`config.mk`:
```
export PLATFORM = sky130hd
export DESIGN_NAME = cmp_search_ctrl_flat
export DESIGN_NICKNAME = d
export VERILOG_FILES = /design/src/rtl/cmp_search_if.sv /design/src/rtl/cmp_search_ctrl.sv /design/src/flat_wrapper.sv
export SDC_FILE = /design/constraint.sdc
export NUM_CORES = 1
export LEC_CHECK = 0
export ABC_CLOCK_PERIOD_IN_PS = 3900
export CAP_MARGIN = 0
export CORE_AREA = 8 8 80 82
export DETAILED_ROUTE_END_ITERATION = 10
export DIE_AREA = 0 0 88 90
export PLACE_DENSITY = 0.79
export SKIP_LAST_GASP = 1
export SYNTH_ARGS = -nofsm -noshare
export SYNTH_HDL_FRONTEND = slang
export SYNTH_SLANG_ARGS = --single-unit
```
`constraint.sdc`:
```
create_clock -name clk -period 3.9 [get_ports clk]
set_input_delay 0.975 -clock clk [delete_from_list [all_inputs] [get_ports clk]]
set_output_delay 0.975 -clock clk [all_outputs]
set_load 0.02 [all_outputs]
```
`src/rtl/cmp_search_if.sv`:
```
// Bundle between the search controller and the external magnitude comparator.
// master = controller side, slave = comparator/requester side.
interface cmp_search_if #(
   parameter int WIDTH = 8,
   parameter int CW    = 4
);
   logic             start;
   logic             a_eq_b;
   logic             a_gr_b;
   logic             a_ls_b;
   logic [WIDTH-1:0] guess;
   logic             busy;
   logic             done;
   logic             found;
   logic             err;
   logic [WIDTH-1:0] result;
   logic [CW-1:0]    probes;

   modport master (
      input  start, a_eq_b, a_gr_b, a_ls_b,
      output guess, busy, done, found, err, result, probes
   );

   modport slave (
      output start, a_eq_b, a_gr_b, a_ls_b,
      input  guess, busy, done, found, err, result, probes
   );
endinterface

```
`src/rtl/cmp_search_ctrl.sv`:
```
// Binary search for the hidden operand of a compare-only port: drives guess,
// narrows [lo,hi] from the comparator flags, reports result/found/err/probes.
module cmp_search_ctrl #(
   parameter int WIDTH = 8,
   parameter int CW    = 4
) (
   input  logic         clk,
   input  logic         rst,
   cmp_search_if.master bus,
   output logic         o_state_dbg
);
   typedef enum logic {S_IDLE = 1'b0, S_PROBE = 1'b1} state_t;

   localparam logic [WIDTH-1:0] ALL_ONES  = '1;
   localparam logic [WIDTH-1:0] MID_START = ALL_ONES >> 1;
   localparam logic [WIDTH-1:0] ONE_W     = 1;
   localparam logic [WIDTH:0]   ONE_S     = 1;
   localparam logic [CW-1:0]    ONE_C     = 1;
   localparam logic [CW-1:0]    PROBE_MAX = CW'(WIDTH + 1);

   state_t           r_state, w_state_nxt;
   logic [WIDTH-1:0] r_lo, r_hi, r_guess, r_result;
   logic [WIDTH-1:0] w_lo_nxt, w_hi_nxt, w_guess_nxt, w_result_nxt;
   logic             r_done, r_found, r_err;
   logic             w_done_nxt, w_found_nxt, w_err_nxt;
   logic [CW-1:0]    r_probes, w_probes_nxt;

   logic [2:0]       w_flags;
   logic             w_legal, w_at_limit, w_term;
   logic [WIDTH:0]   w_sum_dn, w_sum_up;

   // Handshake: start is a request sampled only while idle; a request seen
   // while busy (including the done edge) is dropped, never queued.
   assign w_flags    = {bus.a_eq_b, bus.a_gr_b, bus.a_ls_b};
   assign w_legal    = $onehot(w_flags);
   assign w_at_limit = (r_probes == PROBE_MAX);

   // Midpoints carried in WIDTH+1 bits so lo+hi cannot overflow at hi=all-ones.
   assign w_sum_dn = {1'b0, r_lo} + {1'b0, r_guess} - ONE_S;
   assign w_sum_up = {1'b0, r_guess} + ONE_S + {1'b0, r_hi};

   assign w_term = !w_legal || bus.a_eq_b || w_at_limit ||
                   (bus.a_gr_b && (r_guess == r_lo)) ||
                   (bus.a_ls_b && (r_guess == r_hi));

   always_ff @(posedge clk) begin
      if (rst) begin
         r_state  <= S_IDLE;
         r_lo     <= '0;
         r_hi     <= ALL_ONES;
         r_guess  <= '0;
         r_result <= '0;
         r_done   <= 1'b0;
         r_found  <= 1'b0;
         r_err    <= 1'b0;
         r_probes <= '0;
      end else begin
         r_state  <= w_state_nxt;
         r_lo     <= w_lo_nxt;
         r_hi     <= w_hi_nxt;
         r_guess  <= w_guess_nxt;
         r_result <= w_result_nxt;
         r_done   <= w_done_nxt;
         r_found  <= w_found_nxt;
         r_err    <= w_err_nxt;
         r_probes <= w_probes_nxt;
      end
   end

   always_comb begin
      w_state_nxt = r_state;
      case (r_state)
         S_IDLE:  if (bus.start) w_state_nxt = S_PROBE;
         S_PROBE: if (w_term)    w_state_nxt = S_IDLE;
         default: w_state_nxt = S_IDLE;
      endcase
   end

   always_comb begin
      w_lo_nxt     = r_lo;
      w_hi_nxt     = r_hi;
      w_guess_nxt  = r_guess;
      w_result_nxt = r_result;
      w_done_nxt   = 1'b0;
      w_found_nxt  = r_found;
      w_err_nxt    = r_err;
      w_probes_nxt = r_probes;
      case (r_state)
         S_IDLE: begin
            if (bus.start) begin
               w_lo_nxt     = '0;
               w_hi_nxt     = ALL_ONES;
               w_guess_nxt  = MID_START;
               w_probes_nxt = ONE_C;
               w_found_nxt  = 1'b0;
               w_err_nxt    = 1'b0;
               w_result_nxt = '0;
            end
         end
         S_PROBE: begin
            if (!w_legal) begin
               w_err_nxt  = 1'b1;
               w_done_nxt = 1'b1;
            end else if (bus.a_eq_b) begin
               w_result_nxt = r_guess;
               w_found_nxt  = 1'b1;
               w_done_nxt   = 1'b1;
            end else if (w_at_limit) begin
               w_found_nxt = 1'b0;
               w_done_nxt  = 1'b1;
            end else if (bus.a_gr_b) begin
               if (r_guess == r_lo) begin
                  w_found_nxt = 1'b0;
                  w_done_nxt  = 1'b1;
               end else begin
                  w_hi_nxt     = r_guess - ONE_W;
                  w_guess_nxt  = w_sum_dn[WIDTH:1];
                  w_probes_nxt = r_probes + ONE_C;
               end
            end else begin
               if (r_guess == r_hi) begin
                  w_found_nxt = 1'b0;
                  w_done_nxt  = 1'b1;
               end else begin
                  w_lo_nxt     = r_guess + ONE_W;
                  w_guess_nxt  = w_sum_up[WIDTH:1];
                  w_probes_nxt = r_probes + ONE_C;
               end
            end
         end
         default: ;
      endcase
   end

   assign bus.guess   = r_guess;
   assign bus.busy    = (r_state == S_PROBE);
   assign bus.done    = r_done;
   assign bus.found   = r_found;
   assign bus.err     = r_err;
   assign bus.result  = r_result;
   assign bus.probes  = r_probes;
   assign o_state_dbg = r_state;
endmodule

```
`src/flat_wrapper.sv`:
```
// flat-port wrapper written by rule: the top's interface ports become plain ports
module cmp_search_ctrl_flat 
#(
   parameter int WIDTH = 8,
   parameter int CW    = 4
)
  (clk, rst, o_state_dbg, bus_start, bus_a_eq_b, bus_a_gr_b, bus_a_ls_b, bus_guess, bus_busy, bus_done, bus_found, bus_err, bus_result, bus_probes);
  cmp_search_if #(.WIDTH(WIDTH), .CW(CW)) bus_i ();
  input  logic clk;
  input  logic rst;
  output logic o_state_dbg;
  input wire logic [$bits(bus_i.start)-1:0] bus_start;
  input wire logic [$bits(bus_i.a_eq_b)-1:0] bus_a_eq_b;
  input wire logic [$bits(bus_i.a_gr_b)-1:0] bus_a_gr_b;
  input wire logic [$bits(bus_i.a_ls_b)-1:0] bus_a_ls_b;
  output wire logic [$bits(bus_i.guess)-1:0] bus_guess;
  output wire logic [$bits(bus_i.busy)-1:0] bus_busy;
  output wire logic [$bits(bus_i.done)-1:0] bus_done;
  output wire logic [$bits(bus_i.found)-1:0] bus_found;
  output wire logic [$bits(bus_i.err)-1:0] bus_err;
  output wire logic [$bits(bus_i.result)-1:0] bus_result;
  output wire logic [$bits(bus_i.probes)-1:0] bus_probes;
  assign bus_i.start = bus_start;
  assign bus_i.a_eq_b = bus_a_eq_b;
  assign bus_i.a_gr_b = bus_a_gr_b;
  assign bus_i.a_ls_b = bus_a_ls_b;
  assign bus_guess = bus_i.guess;
  assign bus_busy = bus_i.busy;
  assign bus_done = bus_i.done;
  assign bus_found = bus_i.found;
  assign bus_err = bus_i.err;
  assign bus_result = bus_i.result;
  assign bus_probes = bus_i.probes;
  cmp_search_ctrl #(.WIDTH(WIDTH), .CW(CW)) u_core (.clk(clk), .rst(rst), .bus(bus_i), .o_state_dbg(o_state_dbg));
endmodule
```
==> results.py <==
metrics = {
    "placed_design": {
        "place_hpwl_um": 5511,
        "portBuffers": 30,
        "gp_congestion": 0.8927,
    },
    "layout": {
        "final_util_pct": 63.42,
        "synthToLayoutAreaGrowth_pct": 17.28,
        "nets": 428,
        "num_antenna_cells": 0,
        "layout_common_cells": "41 x inv_1, 40 x dfxtp_1, 34 x nor2_1",
        "final_common_cell": "inv_1",
        "fillers": 450,
        "drive_above_1_share_pct": 6.107,
    },
    "cts": {
        "cts_tree": "built",
        "cts_sinks": 40,
        "clk-insertion-delay-late_ns": 0.29,
        "htree_levels": 2,
        "clk_path_buf_depth": 2,
        "cts_resized": 0,
        "cts-root-buf": "clkbuf_8",
        "numCtsBuffers": 5,
        "ctsHoldBuffers": 0,
        "clkTransAtPathRegs_ns": 0.08,
        "post_cts_buffers": 0,
    },
    "die": {
        "core_um2": 5236,
        "chipHeight_um": 90,
        "rows": 27,
        "initial_core_util_pct": 54.07,
        "die_area_um2": 7920,
        "die_w_um": 88,
        "io_pins": 31,
    },
    "yosys": {
        "ys_types": 48,
        "ys_warn_count": 0,
        "syn_nets": 400,
        "synth-seq-cells": 40,
        "async_reset_ff_share_pct": 0,
        "synth_area_um2": 2831,
        "synth_ff_type": "dfxtp_1",
        "syn_inst": 364,
        "avgSynthCellArea_um2": 7.779,
        "synth_edf_count": 0,
        "yosysSeqAreaShare_pct": 28.28,
    },
    "power": {
        "intPower_mw": 0.7902,
        "ir_drop_mv": 0.3177,
        "p_sw_share_pct": 31.58,
        "p_seq_share_pct": 38.9,
        "leakagePower_nw": 1.277,
        "p_per_area_nw_per_um2": 347.8,
        "clockPowerShare_pct": 32.1,
        "switchingPower_mw": 0.3647,
        "combPwrFrac_pct": 29.0,
        "finalPower_mw": 1.155,
    },
    "drt": {
        "vias": 2726,
        "drc": 0,
        "wire_per_inst_um": 16.37,
        "via_per_inst": 5.862,
        "wirelength_um": 7610,
        "drt_iter0_markers": 265,
        "first_pass_iters": 5,
        "ant_nets": 0,
    },
    "global_route": {
        "grt-ovfl-total": 0,
        "grt_pass1_vias": 2508,
        "grt.total_usage_pct": 19.51,
        "grt_max_degree": 37,
        "grt_pass1_wl_um": 12390,
        "antenna_found_initial": 0,
    },
    "timing": {
        "finalCritPeriodShare_pct": 88.43,
        "setup_viol": 0,
        "rsz0062_at_grt": "false",
        "min_period_ns": 3.449,
        "max-slew-margin-rel_pct": 46.79,
        "whs_ns": 0.4675,
        "skew_ns": 0.006613,
        "hold_viol": 0,
        "max_freq_mhz": 289.9,
        "fin_tns_setup_ns": 0,
        "worstMarginPinSlew_ns": 0.7982,
        "maxSlewViolCount": 0,
    },
    "worst_setup_path": {
        "endpoint_kind": "flip-flop",
        "crit_type": "in2reg",
        "endpoint": "u_core.bus.probes[3]",
        "reg2reg_slack_ns": 0.93,
        "startpoint": "bus_a_eq_b",
        "startpoint_type": "primary input",
        "rr_startpoint": "u_core.bus.guess[5]",
        "crit_arrival_ns": 3.63,
        "worstPathRequired_ns": 4.08,
        "r2r_cells": 8,
        "worstReg2RegEnd": "u_core.bus.guess[7]",
        "path_max_fanout": 11,
    },
    "hold_path": {
        "hold_class": "reg2reg",
    },
    "job": {
        "drv_cap": 0,
    },
    "run_status": {
        "status": "finished clean",
    },
}
[final cells by class]
class,count,area (um^2),area share (%)
Tap cell,72,90.09,2.713
Timing Repair Buffer,39,367.9,11.08
Clock inverter,1,30.03,0.9043
Sequential cell,40,800.8,24.11
Inverter,41,153.9,4.635
Clock buffer,7,96.34,2.901
Multi-Input combinational cell,265,1782,53.65
[power groups by stage]
stage	Clock, mW	Sequential (mW)	Combinational (mW)
floorplan	0	0.458	0.234
global placement	0	0.458	0.322
detailed placement	0	0.457	0.328
CTS	0.375	0.448	0.331
global route	0.392	0.450	0.371
finish	0.370	0.449	0.335
[state kept, by name (all words and copies together) (netlist names)]
register and flops:
u_core.bus.guess 8, u_core.r_hi 8, u_core.bus.err 1, u_core.bus.done 1, u_core.bus.probes 4, u_core.bus.result 8
u_core.bus.busy 1, u_core.r_lo 8, u_core.bus.found 1
[critical path: stages]
cell and delay (ns):
clkdlybuf4s50_1 0.54, inv_1 0.10, fa_1 0.47, nand3b_4 0.18
or3_1 0.49, o31ai_2 0.29, buf_4 0.23, nand4_1 0.13
xor2_1 0.16, nor2_1 0.05
[per-layer routing]
layer | part of all wire (%) | GRT usage (%) | up-vias | wire length [um]
met5 | 0 | 0 | - | 0
met4 | 1.5 | 5.452 | 0 | 114
met3 | 7.8 | 3.185 | 12 | 593
met2 | 48 | 31.32 | 135 | 3643
met1 | 43 | 25.81 | 1254 | 3258
li1 | - | - | 1325 | -
[worst min path at each step]
stage                          from                   end  slack [ns]  cells after the start
6_report       u_core.bus.result[2]  u_core.bus.result[2]        0.47                      2
5_1_grt        u_core.bus.result[2]  u_core.bus.result[2]        0.49                      2
4_1_cts        u_core.bus.result[1]  u_core.bus.result[1]        0.47                      2
3_5_place_dp   u_core.bus.result[1]  u_core.bus.result[1]        0.46                      2
3_3_place_gp   u_core.bus.result[2]  u_core.bus.result[2]        0.45                      2
2_1_floorplan        u_core.r_lo[7]        u_core.r_lo[7]        0.44                      2
[through the flow]
stage | worst slack [ns] | instance area [um^2] | instances
CTS | 0.4852 | 3321 | 465
finish | 0.4511 | 3321 | 465
global placement | 0.3019 | 3194 | 457
floorplan | 0.4066 | 2831 | 364
detailed placement | 0.2226 | 3194 | 457
global route | 0.3692 | 3321 | 465
[Yosys cell counts, drive strengths merged (10+ instances only)]
cell | n | area (um^2)
a211oi | 10 | 75.07
a21oi | 21 | 105.1
clkbuf | 12 | 45.04
dfxtp | 40 | 800.8
ha | 27 | 337.8
inv | 41 | 153.9
nand2 | 18 | 67.56
nand2b | 12 | 75.07
nand3 | 29 | 145.1
nor2 | 34 | 127.6
nor3 | 16 | 90.09
o21ai | 17 | 85.08
xnor2 | 12 | 105.1
[cells by family after synthesis]
group                    Yosys count  share of synthesized area, %
AO/OA/AOI/OAI                     81                         18.38
XOR/XNOR                          17                         5.258
buffers and inverters             59                         8.793
AND/OR/NAND/NOR                  136                         24.88
flip-flops                        40                         28.28
multiplexers                       1                        0.3535
adder cells (fa/ha/maj)           30                         14.05
Note: power is estimated with default switching activity, not from simulation.
